**src/rtl/regfile_ctrl_pkg.sv**
```systemverilog
// Shared encodings for the register-file sequencer: FSM states, instruction
// fields, instruction classes and datapath select/ALU codes.
package regfile_ctrl_pkg;

    typedef enum logic [2:0] {
        S_IDLE      = 3'd0,
        S_DECODE    = 3'd1,
        S_GET_A     = 3'd2,
        S_GET_B     = 3'd3,
        S_EXEC      = 3'd4,
        S_WRITE_REG = 3'd5,
        S_WRITE_IMM = 3'd6
    } state_t;

    typedef enum logic [2:0] {
        C_ILLEGAL = 3'd0,
        C_MOVI    = 3'd1,
        C_MOV     = 3'd2,
        C_ALU     = 3'd3,
        C_CMP     = 3'd4,
        C_MVN     = 3'd5
    } iclass_t;

    localparam logic [2:0] OPC_MOVE = 3'b110;
    localparam logic [2:0] OPC_ALU  = 3'b101;

    localparam logic [1:0] OP_MOVI = 2'b10;
    localparam logic [1:0] OP_MOV  = 2'b00;
    localparam logic [1:0] OP_ADD  = 2'b00;
    localparam logic [1:0] OP_CMP  = 2'b01;
    localparam logic [1:0] OP_AND  = 2'b10;
    localparam logic [1:0] OP_MVN  = 2'b11;

    localparam logic [1:0] ALU_ADD = 2'b00;
    localparam logic [1:0] ALU_SUB = 2'b01;
    localparam logic [1:0] ALU_AND = 2'b10;
    localparam logic [1:0] ALU_NOT = 2'b11;

    localparam logic [1:0] VSEL_C   = 2'b00;
    localparam logic [1:0] VSEL_IMM = 2'b10;

    // For opcode 101 the op field already equals the ALU code; MOV reuses ADD.
    function automatic logic [1:0] alu_code(input iclass_t cls, input logic [1:0] op);
        return (cls == C_MOV) ? ALU_ADD : op;
    endfunction

endpackage

```
**src/rtl/regfile_ctrl_instr_dec.sv**
```systemverilog
// Combinational decoder from the latched instruction to its class and fields.
// CMP is only recognised when REGFILE_CTRL_CMP_EN is defined.
module regfile_ctrl_instr_dec
    import regfile_ctrl_pkg::*;
#(
    parameter int W = 16
) (
    input  logic [W-1:0] ir,
    output iclass_t      cls,
    output logic [1:0]   op,
    output logic [2:0]   rn,
    output logic [2:0]   rd,
    output logic [2:0]   rm,
    output logic [1:0]   shift,
    output logic [W-1:0] sximm8
);

    logic [2:0] opcode;

    assign opcode = ir[15:13];
    assign op     = ir[12:11];
    assign rn     = ir[10:8];
    assign rd     = ir[7:5];
    assign shift  = ir[4:3];
    assign rm     = ir[2:0];
    assign sximm8 = {{(W-8){ir[7]}}, ir[7:0]};

    always_comb begin
        cls = C_ILLEGAL;
        if (opcode == OPC_MOVE) begin
            if (op == OP_MOVI)
                cls = C_MOVI;
            else if (op == OP_MOV)
                cls = C_MOV;
        end else if (opcode == OPC_ALU) begin
            case (op)
                OP_ADD, OP_AND: cls = C_ALU;
                OP_MVN:         cls = C_MVN;
`ifdef REGFILE_CTRL_CMP_EN
                OP_CMP:         cls = C_CMP;
`endif
                default:        cls = C_ILLEGAL;
            endcase
        end
    end

endmodule

```
**src/rtl/regfile_ctrl.sv**
```systemverilog
// Multi-cycle sequencer driving the register file, ALU and shifter strobes.
// Optional CMP support is enabled by defining REGFILE_CTRL_CMP_EN.
module regfile_ctrl
    import regfile_ctrl_pkg::*;
#(
    parameter int W = 16
) (
    input  logic         clk,
    input  logic         rst_n,
    input  logic         in_valid,
    input  logic [W-1:0] instr,
    output logic         in_ready,
    output logic [2:0]   readnum,
    output logic [2:0]   writenum,
    output logic         write,
    output logic         loada,
    output logic         loadb,
    output logic         loadc,
    output logic         loads,
    output logic         asel,
    output logic         bsel,
    output logic [1:0]   vsel,
    output logic [1:0]   aluop,
    output logic [1:0]   shift,
    output logic [W-1:0] sximm8,
    output logic         done,
    output logic         illegal
);

    state_t       state, next_state;
    logic [W-1:0] ir;
    iclass_t      cls;
    logic [1:0]   op;
    logic [2:0]   rn, rd, rm;

    regfile_ctrl_instr_dec #(.W(W)) u_dec (
        .ir     (ir),
        .cls    (cls),
        .op     (op),
        .rn     (rn),
        .rd     (rd),
        .rm     (rm),
        .shift  (shift),
        .sximm8 (sximm8)
    );

    always_ff @(posedge clk or negedge rst_n) begin
        if (!rst_n) begin
            state <= S_IDLE;
            ir    <= '0;
        end else begin
            state <= next_state;
            if (state == S_IDLE && in_valid)
                ir <= instr;
        end
    end

    always_comb begin
        next_state = state;
        in_ready   = 1'b0;
        readnum    = 3'd0;
        writenum   = 3'd0;
        write      = 1'b0;
        loada      = 1'b0;
        loadb      = 1'b0;
        loadc      = 1'b0;
        loads      = 1'b0;
        asel       = 1'b0;
        bsel       = 1'b0;
        vsel       = VSEL_C;
        aluop      = ALU_ADD;
        done       = 1'b0;
        illegal    = 1'b0;

        case (state)
            S_IDLE: begin
                in_ready = 1'b1;
                if (in_valid)
                    next_state = S_DECODE;
            end
            S_DECODE: begin
                case (cls)
                    C_MOVI:        next_state = S_WRITE_IMM;
                    C_MOV, C_MVN:  next_state = S_GET_B;
                    C_ALU, C_CMP:  next_state = S_GET_A;
                    default: begin
                        illegal    = 1'b1;
                        next_state = S_IDLE;
                    end
                endcase
            end
            S_GET_A: begin
                readnum    = rn;
                loada      = 1'b1;
                next_state = S_GET_B;
            end
            S_GET_B: begin
                readnum    = rm;
                loadb      = 1'b1;
                next_state = S_EXEC;
            end
            S_EXEC: begin
                // MOV and MVN pass B through the ALU with A forced to zero.
                asel  = (cls == C_MOV) || (cls == C_MVN);
                aluop = alu_code(cls, op);
`ifdef REGFILE_CTRL_CMP_EN
                if (cls == C_CMP) begin
                    loads      = 1'b1;
                    done       = 1'b1;
                    next_state = S_IDLE;
                end else
`endif
                begin
                    loadc      = 1'b1;
                    next_state = S_WRITE_REG;
                end
            end
            S_WRITE_REG: begin
                writenum   = rd;
                vsel       = VSEL_C;
                write      = 1'b1;
                done       = 1'b1;
                next_state = S_IDLE;
            end
            S_WRITE_IMM: begin
                writenum   = rn;
                vsel       = VSEL_IMM;
                write      = 1'b1;
                done       = 1'b1;
                next_state = S_IDLE;
            end
            default: next_state = S_IDLE;
        endcase
    end

endmodule

```
**config.mk**
```make
export PLATFORM = sky130hd
export DESIGN_NAME = regfile_ctrl
export DESIGN_NICKNAME = d
export VERILOG_FILES = /design/src/rtl/regfile_ctrl_pkg.sv /design/src/rtl/regfile_ctrl_instr_dec.sv /design/src/rtl/regfile_ctrl.sv
export SDC_FILE = /design/constraint.sdc
export NUM_CORES = 1
export LEC_CHECK = 0
export CORE_MARGIN = 5
export CORE_UTILIZATION = 26
export DETAILED_ROUTE_END_ITERATION = 10
export PLACE_DENSITY_LB_ADDON = 0.08
export SETUP_SLACK_MARGIN = 0.4
export SLEW_MARGIN = 20
export SYNTH_ARGS = -nofsm -noshare
export SYNTH_HDL_FRONTEND = slang
export SYNTH_SLANG_ARGS = --single-unit
```
**constraint.sdc**
```tcl
create_clock -name clk -period 1.6 [get_ports clk]
set_input_delay 0.48 -clock clk [delete_from_list [all_inputs] [get_ports clk]]
set_output_delay 0.48 -clock clk [all_outputs]
set_load 0.005 [all_outputs]
```
* Yosys cells after proc, flatten, opt, wreduce, memory -nomap -nowiden
Index checks and enable logic that the tools add are counted.
** Storage, ports and cells
- Output and inout port bits :: 38
- Flip-flop bits (word level) :: 19
- Bits of input ports :: 19
- Word-level logic and storage cells :: 48
** Operators by class
- Muxes and demuxes :: 21
- Reduce and logical (&&, ||, !) cells :: 9
- Eq/ne operators :: 16
** Operators by type and width (count)
- 3-bit equality test (second input constant) :: 7
- 3-bit case mux with 2 select lines :: 3
- 3-bit case mux with 5 select lines :: 1
- 3-bit by 2-bit equality test with 1-bit output (second input constant) :: 4
- 3-bit two-way mux :: 4
- 3-bit case mux with 3 select lines :: 1
- 1-bit two-way mux :: 8
- 2-bit two-way mux :: 4
- 2-bit OR reduction :: 4
- 3-bit by 1-bit equality test with 1-bit output (second input constant) :: 2
- 5-bit OR reduction :: 1
- 2-bit equality test (second input constant) :: 2
- 3-bit logical NOT :: 1
- 2-bit logical NOT :: 1
- 2-bit inequality test (second input constant) :: 1
- 1-bit logical AND :: 1
- 1-bit logical OR :: 1

* Longest topological paths before layout
Gate-level depths: netlist of run 1.
- Depth after elaboration :: 9
- Mapped depth :: 6
- Gate-level depth less buffers :: 3

* Modules after synthesis
A second synthesis of run 1 with hierarchy kept.
** Second synthesis, totals
- Cells, all modules :: 122
- Area, all modules :: 1295.0 µm²
** Modules (own cells, without submodules)
- regfile_ctrl :: cells each 83, area an instance 1009.7 µm², instances 1, seq. area each 475.5 µm²
- regfile_ctrl_instr_dec :: cells each 39, area an instance 285.3 µm², instances 1, seq. area each 0.0 µm²

* Worst setup path after synthesis of run 1
No wires, ideal clock.
- Path type :: register to output
- Start point :: register state[0]
- End point :: output readnum[0]
- Slack :: -56 ps
- Stages on the path, launching flop included :: 4
- Arrival time :: 1176 ps
- Data required time :: 1120 ps
- Path buffers :: 0
- Cell sequence :: dfrtp_1 -> and2b_1 -> nor2b_1 -> a22o_1
** Between the ends
- Longest elaborated chain between the ends :: 2
- Elaborated cells on any way between the ends :: 3
- Those cells by class :: 2 x eq/ne; 1 x mux
** RTL lines
- start, declared :: line regfile_ctrl.sv:30 : state_t state, next_state;
- start signal, assigned :: line regfile_ctrl.sv:52 : state <= next_state;
- 3-bit by 2-bit equality test with 1-bit output :: line regfile_ctrl.sv:75 : case (state)
- 3-bit case mux with 2 select lines (*) :: line regfile_ctrl.sv:75
- end, declared :: line regfile_ctrl.sv:13 : output logic [2:0] readnum,
Mark *: on every way between the ends. The rest lies on a longest branch, timed or not.

* Worst setup path in the final report of run 1
- Start point :: register state[1]
- End point :: output readnum[0]
The elaborated chain is that of the path after synthesis.

==> run summary, run 1 <==
## Status
- **result of the run** complete, but fails checks
- **violations in the final reports** setup timing

## Drt
- **DRT Pass-1 Iters** 4
- **number of vias after detailed routing** 1,138
- **Routed met2 length** 2160 um
- **number of nets still failing antenna checks after routing** 0
- **vias per inst** 4.33
- **post-detailed-routing wire length** 3920 um
- **Max Used Layer** met4
- **Wirelength per Cell** 14.9 um
- **wl on met1** 1470 um
- **starting DRC count in detailed routing** 23
- **Routed met3 length** 215 um
- **Remaining DRCs** 0

## Setup path
- **delay of the slowest critical-path stage** 0.47 ns
- **worst-path cell with the longest stage delay** sky130_fd_sc_hd__dfrtp_2
- **type of the setup path with the least slack** register to primary output
- **Crit path arrival time** 1.50 ns
- **type of destination of the critical path** primary output
- **Max FO, Critical Path** 6
- **kind of launch point of the worst setup path** register
- **cells along the critical path** and2b_2 -> nor2b_4 -> buf_6 -> a22o_1 -> buf_2
- **required time of the worst setup path** 1.12 ns
- **worst r2r path cells** 8

## Timing
- **slack of the critical path** -0.376 ns
- **maximum operating frequency** 506 MHz
- **final-report max-slew violation count** 0
- **count of endpoints failing setup in the final report** 37
- **unrepaired setup endpoints after global routing** yes
- **Final Critical Period** 1.98 ns
- **final count of hold timing violations** 0
- **final clock skew** 0.00221 ns
- **share of the cycle needed by the critical path after routing** 123%

## Run
- **max-cap viol count** 0

## Floorplanning
- **initial cell density of the core** 26.9%
- **Die Outline Area** 5950 um2
- **x dimension of the die** 77.2 um
- **Top Ports** 57
- **Die Height** 77.2 um
- **floorplan core area** 4350 um2
- **Cell Rows** 24

## Power and ir drop
- **Design Power** 4.54 mW
- **worst vdd ir** 0.912 mV
- **power per unit of standard cell area** 1840 nW/um2
- **leak pwr** 1.20 nW

## Finish
- **fillers** 368
- **cell area after layout** 2460 um2
- **Post-layout nets** 231
- **share of cells above drive strength 1** 73.9%
- **Diodes inserted** 0
- **layout-stage area growth over the synthesis result** 110%

## Yosys
- **register area share after synthesis** 40.6%
- **top cell types by occurrence after synthesis** 22 x sky130_fd_sc_hd__buf_4, 19 x sky130_fd_sc_hd__dfrtp_1, 10 x sky130_fd_sc_hd__mux2_4
- **number of enable flip-flop cells after synthesis** 0
- **synthesized area per cell** 11.4 um2
- **Area contributors post-synth** sky130_fd_sc_hd__dfrtp_1 41%, sky130_fd_sc_hd__buf_4 14%, sky130_fd_sc_hd__mux2_4 13%
- **#FFs+latches synth** 19
- **share of flip-flops with an asynchronous set or reset after synthesis** 100%
- **most frequent cell after synthesis** sky130_fd_sc_hd__buf_4
- **Gate Count Post-Synth** 103
- **proportion of netlist area held by the largest area contributor** 40.6%
- **total of warnings raised by yosys** 0
- **biggest area consumer among synthesized cells** sky130_fd_sc_hd__dfrtp_1
- **most used flip-flop cell after synthesis** sky130_fd_sc_hd__dfrtp_1
- **Mapped Area** 1170 um2
- **count of cell types in the netlist** 30

## Placed design
- **GP Congestion** 0.759
- **worst slack at placement** -0.354 ns
- **instance area after placement** 1770 um2
- **detailed-placement wirelength estimate** 2350 um
- **port buffer count** 53

## Clocking
- **clock tree from TritonCTS** built
- **clock-pin slew of the registers on the worst-case setup and hold paths** 0.08 ns
- **buffers from clock root to sink, at most** 2
- **clock sink count** 19
- **TritonCTS buffer count** 3
- **number of hold buffers added after CTS** 0
- **CTS H-Tree Depth** 1
- **Clk Latency, worst-skew pair** 0.26 ns
- **clock root buffer master** sky130_fd_sc_hd__clkbuf_8

## GRT
- **overflow left after global routing** 0
- **wire length of the first global-routing pass** 6220 um
- **Total Routing Usage GR** 13.0%
- **number of antenna violations at the first check in global routing** 0
- **vias in the first global route** 1,245
- **maximum number of pins on one net before global-route repair** 20

## Hold path
- **Hold WC Path Type** primary input to asynchronous set/reset pin

==> timing repair <==
action	CTS	global route
gates resized for setup	199	18
endpoints found under the setup margin	53	54
pin swaps	12	9
cloned	2	0
buffers inserted	43	8
==> layout make-up <==
class / instances / area [um2] / share of cell area (%)
clock buffers: 3 / 41.3 / 1.68
clock inverters: 1 / 5.00 / 0.203
inverters: 3 / 13.8 / 0.559
multi-input cells: 57 / 613 / 24.9
flip-flops and latches: 19 / 479 / 19.5
well taps: 52 / 65.1 / 2.64
repair buffers: 128 / 1240 / 50.6
==> critical path: cells and delay by family (launching register included) <==
family	cells	cell delay [ns]
flops	1	0.47
simple gates	2	0.37
buf+inv	2	0.24
compound gates	1	0.16
==> cells in the final DEF, fill, tap and decap left out, drive strengths merged, types with 3 or more instances in the layout <==
master,count
a22o,3
a22oi,3
buf,106
clkbuf,5
clkdlybuf4s50,17
conb,3
dfrtp,19
dlygate4sd2,3
inv,3
mux2,16
nand2,4
nor2,3
nor2b,5
nor3b,3
==> through the flow <==
step / setup TNS, ns / std cells / hold slack [ns] / util [%]
2_1_floorplan: 0 / 105 / 0.184 / -
3_3_place_gp: -6.31 / 206 / 0.517 / 40.6
3_5_place_dp: -6.79 / 206 / 0.529 / 40.6
4_1_cts: -6.90 / 255 / 0.558 / 53.8
5_1_grt: -11.91 / 263 / 0.578 / 56.6
6_report: -9.88 / 263 / 0.547 / 56.6
==> worst paths after layout <==
path                       startpoint         end  slack, ns
hold / removal                  rst_n      ir[11]       0.55
setup reg to reg             state[1]       ir[2]      -0.31
hold reg to reg                 ir[6]       ir[6]       0.56
max in group asynchronous       rst_n    state[0]       0.82
min in group clk                ir[6]       ir[6]       0.56
setup / recovery             state[1]  readnum[0]      -0.38
==> logic make-up (layout without fill, tap and decap cells) <==
kind of cell,after synthesis,in the layout,share of synthesized area [%]
buf+inv,29,135,19.0
flops,19,19,40.6
mux,16,16,18.6
simple gates,21,21,11.0
xor+xnor,1,1,0.747
compound gates,16,16,9.82
other cells,1,3,0.320
==> report_power, final <==
group / internal, mW / switching [mW] / total, mW
Sequential: 0.717 / 0.243 / 0.960
Clock: 0.173 / 0.172 / 0.346
Combinational: 2.20 / 1.03 / 3.23
==> state kept, by name, indices dropped and copies added (netlist names) <==
signal / flops
state: 3
ir: 16
==> routing by layer <==
metal / track usage (%) / vias to the layer above
met2: 24.2 / 40
met4: 4.98 / 0
li1: - / 546
met3: 2.69 / 8
met5: 0 / -
met1: 14.3 / 544
Power figures use the tool's default switching activity.
==> inputs of run 2 (changes only) <==
--- a/config.mk
+++ b/config.mk
@@ -5,9 +5,9 @@
 export SDC_FILE = /design/constraint.sdc
 export NUM_CORES = 1
 export LEC_CHECK = 0
-export CORE_MARGIN = 5
 export CORE_UTILIZATION = 26
 export DETAILED_ROUTE_END_ITERATION = 10
+export GPL_TIMING_DRIVEN = 0
 export PLACE_DENSITY_LB_ADDON = 0.08
 export SETUP_SLACK_MARGIN = 0.4
 export SLEW_MARGIN = 20
==> constraint.sdc (replaced) <==
create_clock -name clk -period 1.8 [get_ports clk]
set_input_delay 0.54 -clock clk [delete_from_list [all_inputs] [get_ports clk]]
set_output_delay 0.54 -clock clk [all_outputs]
set_load 0.005 [all_outputs]
==> run summary, run 2 (synthesized netlist as in run 1, its figures left out) <==
## GRT
- **number of antenna violations at the first check in global routing** 0, unchanged
- **overflow left after global routing** 0, unchanged
- **wire length of the first global-routing pass** 5480 um, -12%
- **vias in the first global route** 1,195, -4.0%
- **maximum number of pins on one net before global-route repair** 20, unchanged
- **Total Routing Usage GR** 14.4%, +1.3 points

## Drt
- **post-detailed-routing wire length** 3470 um, -12%
- **number of vias after detailed routing** 1,104, -3.0%
- **Wirelength per Cell** 13.6 um, -9.1%
- **DRT Pass-1 Iters** 5, +1
- **number of nets still failing antenna checks after routing** 0, unchanged
- **starting DRC count in detailed routing** 34, +48%
- **vias per inst** 4.31, -0.34%
- **Remaining DRCs** 0, unchanged

## Clocking
- **clock tree from TritonCTS** built
- **buffers from clock root to sink, at most** 2, unchanged
- **clock root buffer master** sky130_fd_sc_hd__clkbuf_8
- **TritonCTS buffer count** 3, unchanged
- **CTS H-Tree Depth** 1, unchanged
- **clock-pin slew of the registers on the worst-case setup and hold paths** 0.07 ns, about the same
- **clock sink count** 19, unchanged
- **Clk Latency, worst-skew pair** 0.25 ns, about the same

## Timing
- **final-report max-slew violation count** 0, unchanged
- **maximum operating frequency** 481 MHz
- **slack of the critical path** -0.279 ns, +0.0972 ns
- **Worst Max-Slew Pin Slew** 0.870 ns
- **setup TNS after final layout** -3.25 ns, +6.63 ns
- **count of endpoints failing setup in the final report** 20, -46%
- **final clock skew** 0.00424 ns, +0.00203 ns
- **unrepaired setup endpoints after global routing** yes
- **share of the cycle needed by the critical path after routing** 115%
- **relative slew slack** 42.0%
- **worst hold margin** 0.510 ns, -0.0373 ns
- **final count of hold timing violations** 0, unchanged
- **Final Critical Period** 2.08 ns

## Floorplanning
- **Top Ports** 57, unchanged
- **Cell Rows** 24, unchanged
- **floorplan core area** 4350 um2, unchanged
- **initial cell density of the core** 26.9%, unchanged
- **Die Outline Area** 4780 um2, -20%
- **x dimension of the die** 69.2 um, -10%
- **Die Height** 69.2 um, -10%

## Placed design
- **worst slack at placement** -0.390 ns, -0.0363 ns
- **GP Congestion** 0.835, +10%
- **detailed-placement wirelength estimate** 2050 um, -13%
- **port buffer count** 53, unchanged
- **instance area after placement** 1810 um2, +2.2%
- **Placed Instances** 210, +1.9%

## Power and ir drop
- **Design Power** 3.96 mW, -13%
- **power per unit of standard cell area** 1670 nW/um2, -9.6%
- **leak pwr** 1.17 nW, -2.8%
- **worst vdd ir** 0.710 mV, -22%

## Setup path
- **type of destination of the critical path** primary output
- **most frequent cell on the critical path** sky130_fd_sc_hd__buf_6
- **required time of the worst setup path** 1.26 ns, +0.14 ns
- **buffer and inverter count on the worst path** 3, +1
- **Crit path arrival time** 1.54 ns, +0.04 ns
- **type of the setup path with the least slack** register to primary output
- **delay of the slowest critical-path stage** 0.38 ns, -0.09 ns
- **cells along the critical path** buf_6 -> and2b_2 -> nor2b_4 -> buf_6 -> a22o_1 -> buf_2
- **Worst R2R Setup Slack** -0.12 ns, +0.19 ns
- **worst r2r path cells** 7, -1
- **startpoint of the lowest-slack register-to-register path** state[0]
- **CP delay by family, top** flip-flops
- **Max FO, Critical Path** 5, -1
- **kind of launch point of the worst setup path** register
- **worst-path cell with the longest stage delay** sky130_fd_sc_hd__dfrtp_1
- **worst flop-to-flop path endpoint** ir[7]

## Finish
- **max reg flops** 16, unchanged
- **sequential cell area** 479 um2, unchanged
- **Final Non-Filler Cells** 256, -2.7%
- **cell area after layout** 2380 um2, -3.5%
- **fillers** 377, +2.4%
- **register bank with the most flops** ir
- **most frequent cells in the layout** 61 x sky130_fd_sc_hd__buf_6, 25 x sky130_fd_sc_hd__buf_4, 17 x sky130_fd_sc_hd__clkdlybuf4s50_1, 16 x sky130_fd_sc_hd__dfrtp_1, 10 x sky130_fd_sc_hd__mux2_4
- **area of the multi-input gates** 572 um2, -6.7%
- **Diodes inserted** 0, unchanged
- **Regs by FF count** ir (16), state (3)
- **Post-layout nets** 224, -3.0%
- **end-of-flow core utilization** 54.6%, -2.0 points
- **leading cell type in the layout, fill and taps excluded** sky130_fd_sc_hd__buf_6
- **share of cells above drive strength 1** 70.6%, -3.3 points
- **layout-stage area growth over the synthesis result** 103%

## Run
- **max-cap viol count** 0, unchanged

## Hold path
- **Hold WC Path Type** primary input to asynchronous set/reset pin

## Status
- **result of the run** complete, but fails checks
- **violations in the final reports** setup timing

run 2: cell count changes in the layout (fill, tap and decap cells not counted), moves of 3 or more:
cell,delta
sky130_fd_sc_hd__buf_4,-6
sky130_fd_sc_hd__buf_6,+7
sky130_fd_sc_hd__buf_12,-3
sky130_fd_sc_hd__buf_2,-6
run 2: worst max-delay path by stage:
stage,startpoint,to,cells past startpoint
2_1_floorplan,state[1],readnum[0],4
3_3_place_gp,state[0],readnum[0],4
3_5_place_dp,state[0],readnum[1],4
4_1_cts,state[1],readnum[1],6
5_1_grt,state[1],readnum[2],6
6_report,state[1],readnum[1],6
run 2: cell type report:
class / instances / share of cell area (%)
buffer: 26 / 12.2
sequential: 19 / 20.2
clock inverter: 1 / 0.211
tap: 52 / 2.74
multi-input combinational: 57 / 24.1
timing repair buffer: 95 / 38.4
clock buffer: 3 / 1.74
inverter: 3 / 0.474
run 2: metal layers:
metal	global-route usage [%]	vias to the layer above	routed length [um]	part of all wire (%)
met5	0	-	0	0
met4	4.99	0	59	1.7
met3	2.92	6	177	5.1
met2	27.6	43	1910	55
met1	15.3	525	1330	38
li1	-	530	-	-
run 2: what timing repair did:
action                     4_1_cts  5_1_grt
cloned                           1        0
buffers inserted                32        9
setup endpoints to repair       70       51
hold buffers                     0        0
pin swaps                        6        5
resized for setup              186       26
run 2: power by group:
part | leakage [nW] | switching, mW | internal, mW
clock network | 0.0255 | 0.142 | 0.154
registers | 0.223 | 0.227 | 0.639
logic | 0.922 | 0.823 | 1.97
total | 1.17 | 1.19 | 2.77
==> inputs of run 3 (changes only) <==
--- a/config.mk
+++ b/config.mk
@@ -13,4 +13,5 @@
 export SLEW_MARGIN = 20
 export SYNTH_ARGS = -nofsm -noshare
 export SYNTH_HDL_FRONTEND = slang
+export SYNTH_HIERARCHICAL = 1
 export SYNTH_SLANG_ARGS = --single-unit
==> run summary, run 3 <==
## Yosys
- **multiplexer fraction of the synthesized cell area** 16.8%, -1.8 points
- **#FFs+latches synth** 19, unchanged
- **count of cell types in the netlist** 33, +10%
- **Gate Count Post-Synth** 122, +18%
- **Simple-Gate Fraction of Synth Area** 15.4%, +4.4 points
- **XOR/XNOR share of the synthesized area** 0%, -0.75 points
- **Synth Area in Adders** 0%, unchanged
- **total of warnings raised by yosys** 6, +6
- **register area share after synthesis** 36.7%, -3.8 points
- **share of flip-flops with an asynchronous set or reset after synthesis** 100%, unchanged
- **most frequent cell after synthesis** sky130_fd_sc_hd__buf_4
- **top cell types by occurrence after synthesis** 33 x sky130_fd_sc_hd__buf_4, 19 x sky130_fd_sc_hd__dfrtp_1, 10 x sky130_fd_sc_hd__mux2_4
- **main combinational cell family by area after synthesis** buffers and inverters
- **compound-cell area share of the yosys netlist** 8.41%, -1.4 points
- **proportion of netlist area held by the largest area contributor** 36.7%, -3.8 points
- **most used flip-flop cell after synthesis** sky130_fd_sc_hd__dfrtp_1
- **Area contributors post-synth** sky130_fd_sc_hd__dfrtp_1 37%, sky130_fd_sc_hd__buf_4 19%, sky130_fd_sc_hd__mux2_4 12%
- **biggest area consumer among synthesized cells** sky130_fd_sc_hd__dfrtp_1
- **synthesized area per cell** 10.6 um2, -6.7%
- **Mapped Area** 1290 um2, +10%
- **number of enable flip-flop cells after synthesis** 0, unchanged

## GRT
- **maximum number of pins on one net before global-route repair** 20, unchanged
- **wire length of the first global-routing pass** 6160 um, +12%
- **vias in the first global route** 1,278, +6.9%
- **overflow left after global routing** 0, unchanged
- **number of antenna violations at the first check in global routing** 0, unchanged
- **Total Routing Usage GR** 14.8%, +0.44 points

## Setup path
- **startpoint of the lowest-slack register-to-register path** ir[14]
- **required time of the worst setup path** 1.26 ns, about the same
- **type of the setup path with the least slack** register to primary output
- **worst r2r path cells** 15, +8
- **delay of the slowest critical-path stage** 0.40 ns, +0.02 ns
- **CP delay by family, top** simple AND/OR/NAND/NOR gates
- **Worst R2R Setup Slack** -0.47 ns, -0.35 ns
- **cells along the critical path** buf_4 -> nand4b_1 -> o221ai_4 -> or3_4 -> a21oi_2 -> buf_2
- **type of destination of the critical path** primary output
- **worst-path cell with the longest stage delay** sky130_fd_sc_hd__dfrtp_1
- **kind of launch point of the worst setup path** register
- **Max FO, Critical Path** 4, -1
- **critical path capture point** illegal
- **buffer and inverter count on the worst path** 2, -1
- **startpoint of the worst setup timing path** ir[13]
- **count of cell instances traversed by the critical path** 6, unchanged
- **worst flop-to-flop path endpoint** state[2]
- **Crit path arrival time** 1.75 ns, +0.21 ns

## Drt
- **Remaining DRCs** 0, unchanged
- **vias per inst** 4.12, -4.4%
- **number of vias after detailed routing** 1,299, +18%
- **Wirelength per Cell** 13.0 um, -4.2%
- **post-detailed-routing wire length** 4090 um, +18%
- **starting DRC count in detailed routing** 24, -29%
- **number of nets still failing antenna checks after routing** 0, unchanged
- **DRT Pass-1 Iters** 4, -1

## Timing
- **Final Critical Period** 2.29 ns, +0.210 ns
- **final clock skew** 0.00691 ns, +0.00267 ns
- **Worst Max-Slew Pin Slew** 0.879 ns, +0.00853 ns
- **setup TNS after final layout** -5.03 ns, -1.78 ns
- **count of endpoints failing setup in the final report** 25, +25%
- **maximum operating frequency** 437 MHz, -9.2%
- **slack of the critical path** -0.488 ns, -0.210 ns
- **unrepaired setup endpoints after global routing** yes
- **final count of hold timing violations** 0, unchanged
- **final-report max-slew violation count** 0, unchanged
- **relative slew slack** 41.4%, -0.57 points
- **share of the cycle needed by the critical path after routing** 127%, +12 points
- **worst hold margin** 0.514 ns, +0.00390 ns

## Power and ir drop
- **power per unit of standard cell area** 1720 nW/um2, +3.4%
- **leak pwr** 1.40 nW, +19%
- **worst vdd ir** 0.733 mV, +3.2%

## Run
- **max-cap viol count** 0, unchanged

## Clocking
- **CTS H-Tree Depth** 1, unchanged
- **TritonCTS buffer count** 3, unchanged
- **Clk Latency, worst-skew pair** 0.25 ns, about the same
- **buffers from clock root to sink, at most** 2, unchanged
- **clock root buffer master** sky130_fd_sc_hd__clkbuf_8
- **clock-pin slew of the registers on the worst-case setup and hold paths** 0.08 ns, about the same
- **clock sink count** 19, unchanged
- **clock tree from TritonCTS** built

## Finish
- **register bank with the most flops** ir
- **share of cells above drive strength 1** 77.0%, +6.4 points
- **most frequent cells in the layout** 85 x sky130_fd_sc_hd__buf_6, 34 x sky130_fd_sc_hd__buf_4, 17 x sky130_fd_sc_hd__clkdlybuf4s50_1, 16 x sky130_fd_sc_hd__mux2_4, 14 x sky130_fd_sc_hd__dfrtp_1
- **layout-stage area growth over the synthesis result** 124%
- **Post-layout nets** 268, +20%
- **max reg flops** 16, unchanged
- **fillers** 395, +4.8%
- **leading cell type in the layout, fill and taps excluded** sky130_fd_sc_hd__buf_6
- **Diodes inserted** 0, unchanged
- **Final Non-Filler Cells** 315, +23%
- **Regs by FF count** ir (16), state (3)

## Status
- **result of the run** complete, but fails checks
- **violations in the final reports** setup timing

## Placed design
- **port buffer count** 53, unchanged
- **Placed Instances** 244, +16%
- **GP Congestion** 0.663, -21%
- **detailed-placement wirelength estimate** 2170 um, +5.8%

## Floorplanning
- **Die Height** 72.6 um, +5.0%
- **initial cell density of the core** 27.2%, +0.31 points
- **Die Outline Area** 5270 um2, +10%
- **floorplan core area** 4750 um2, +9.2%
- **x dimension of the die** 72.6 um, +5.0%
- **Top Ports** 57, unchanged
- **Cell Rows** 25, +4.2%

## Hold path
- **Hold WC Path Type** primary input to asynchronous set/reset pin

[run 3: cell count changes after synthesis, sizes merged, moves of 2 or more]
cell and delta:
and2 +2, buf +10, nand2b +2, nor2 +4, o21ai +2, o31ai -2
or3b +2
[run 3: cell type report]
type / count / area, um2 / share of cell area (%)
clock inverters: 1 / 5.00 / 0.173
clock buffers: 3 / 41.3 / 1.42
plain buffers: 36 / 365 / 12.6
well taps: 67 / 83.8 / 2.89
flip-flops and latches: 19 / 482 / 16.6
multi-input cells: 67 / 707 / 24.4
inverters: 2 / 7.51 / 0.259
repair buffers: 120 / 1210 / 41.7
[run 3: repair_timing]
item	in CTS	in global routing
buffers inserted	57	9
cloned	1	0
hold buffers	0	0
hold endpoints to repair	0	0
resized for setup	252	22
pin swaps	16	10
setup endpoints to repair	61	54
[run 3: how the worst min path moves through the flow]
| stage | slack, ns | from | end | cells after the start |
|---|---|---|---|---|
| after floorplan | 0.24 | rst_n | ir[0] | 0 |
| after global placement | 0.49 | ir[8] | ir[8] | 1 |
| after detailed placement | 0.51 | ir[8] | ir[8] | 1 |
| after CTS | 0.53 | ir[10] | ir[10] | 1 |
| after global routing | 0.53 | ir[8] | ir[8] | 1 |
| final | 0.51 | rst_n | state[2] | 1 |
[run 3: worst register-to-register path, cell delays in order (launching register included)]
cell and delay (ns):
sky130_fd_sc_hd__dfrtp_2 0.43, sky130_fd_sc_hd__or3b_4 0.25, sky130_fd_sc_hd__a21oi_4 0.05, sky130_fd_sc_hd__buf_4 0.15
sky130_fd_sc_hd__buf_6 0.11, sky130_fd_sc_hd__buf_6 0.10, sky130_fd_sc_hd__buf_6 0.10, sky130_fd_sc_hd__buf_6 0.10
sky130_fd_sc_hd__buf_6 0.10, sky130_fd_sc_hd__buf_6 0.10, sky130_fd_sc_hd__buf_6 0.10, sky130_fd_sc_hd__buf_6 0.10
sky130_fd_sc_hd__buf_6 0.11, sky130_fd_sc_hd__nor3b_4 0.19, sky130_fd_sc_hd__o21ai_1 0.08, sky130_fd_sc_hd__o21ai_1 0.12
[run 3: routing by layer]
metal / vias up / wire length, um / global-route usage (%)
met1: 629 / 1670 / 17.5
met2: 37 / 2250 / 28.7
li1: 633 / - / -
met4: 0 / 0 / 1.96
met3: 0 / 174 / 2.21
met5: - / 0 / 0
[run 3: cells by family (layout without fill, tap and decap cells)]
kind of cell / after synthesis / after routing
buf+inv: 38 / 162
simple gates: 32 / 32
flops: 19 / 19
compound gates: 16 / 16
mux: 16 / 16
other cells: 1 / 3
[run 3: per-stage QoR]
| stage | area [um2] | power [mW] | worst slack (ns) | util (%) |
|---|---|---|---|---|
| 6_report | 2900 | 5.00 | -0.488 | 61.0 |
| 5_1_grt | 2900 | 5.27 | -0.563 | 61.0 |
| 4_1_cts | 2740 | 4.66 | -0.543 | 57.7 |
| 3_5_place_dp | 1950 | 2.88 | -0.700 | 41.0 |
| 3_3_place_gp | 1950 | 2.84 | -0.657 | 41.0 |
| 2_1_floorplan | 1340 | 2.08 | -0.0919 | - |
[run 3: power by group]
part           leakage [nW]  switching (mW)  internal (mW)  total, mW
clock network        0.0255           0.144          0.154      0.298
logic                  1.15            1.17           2.68       3.85
registers             0.221           0.200          0.647      0.847
total                  1.40            1.52           3.48       5.00
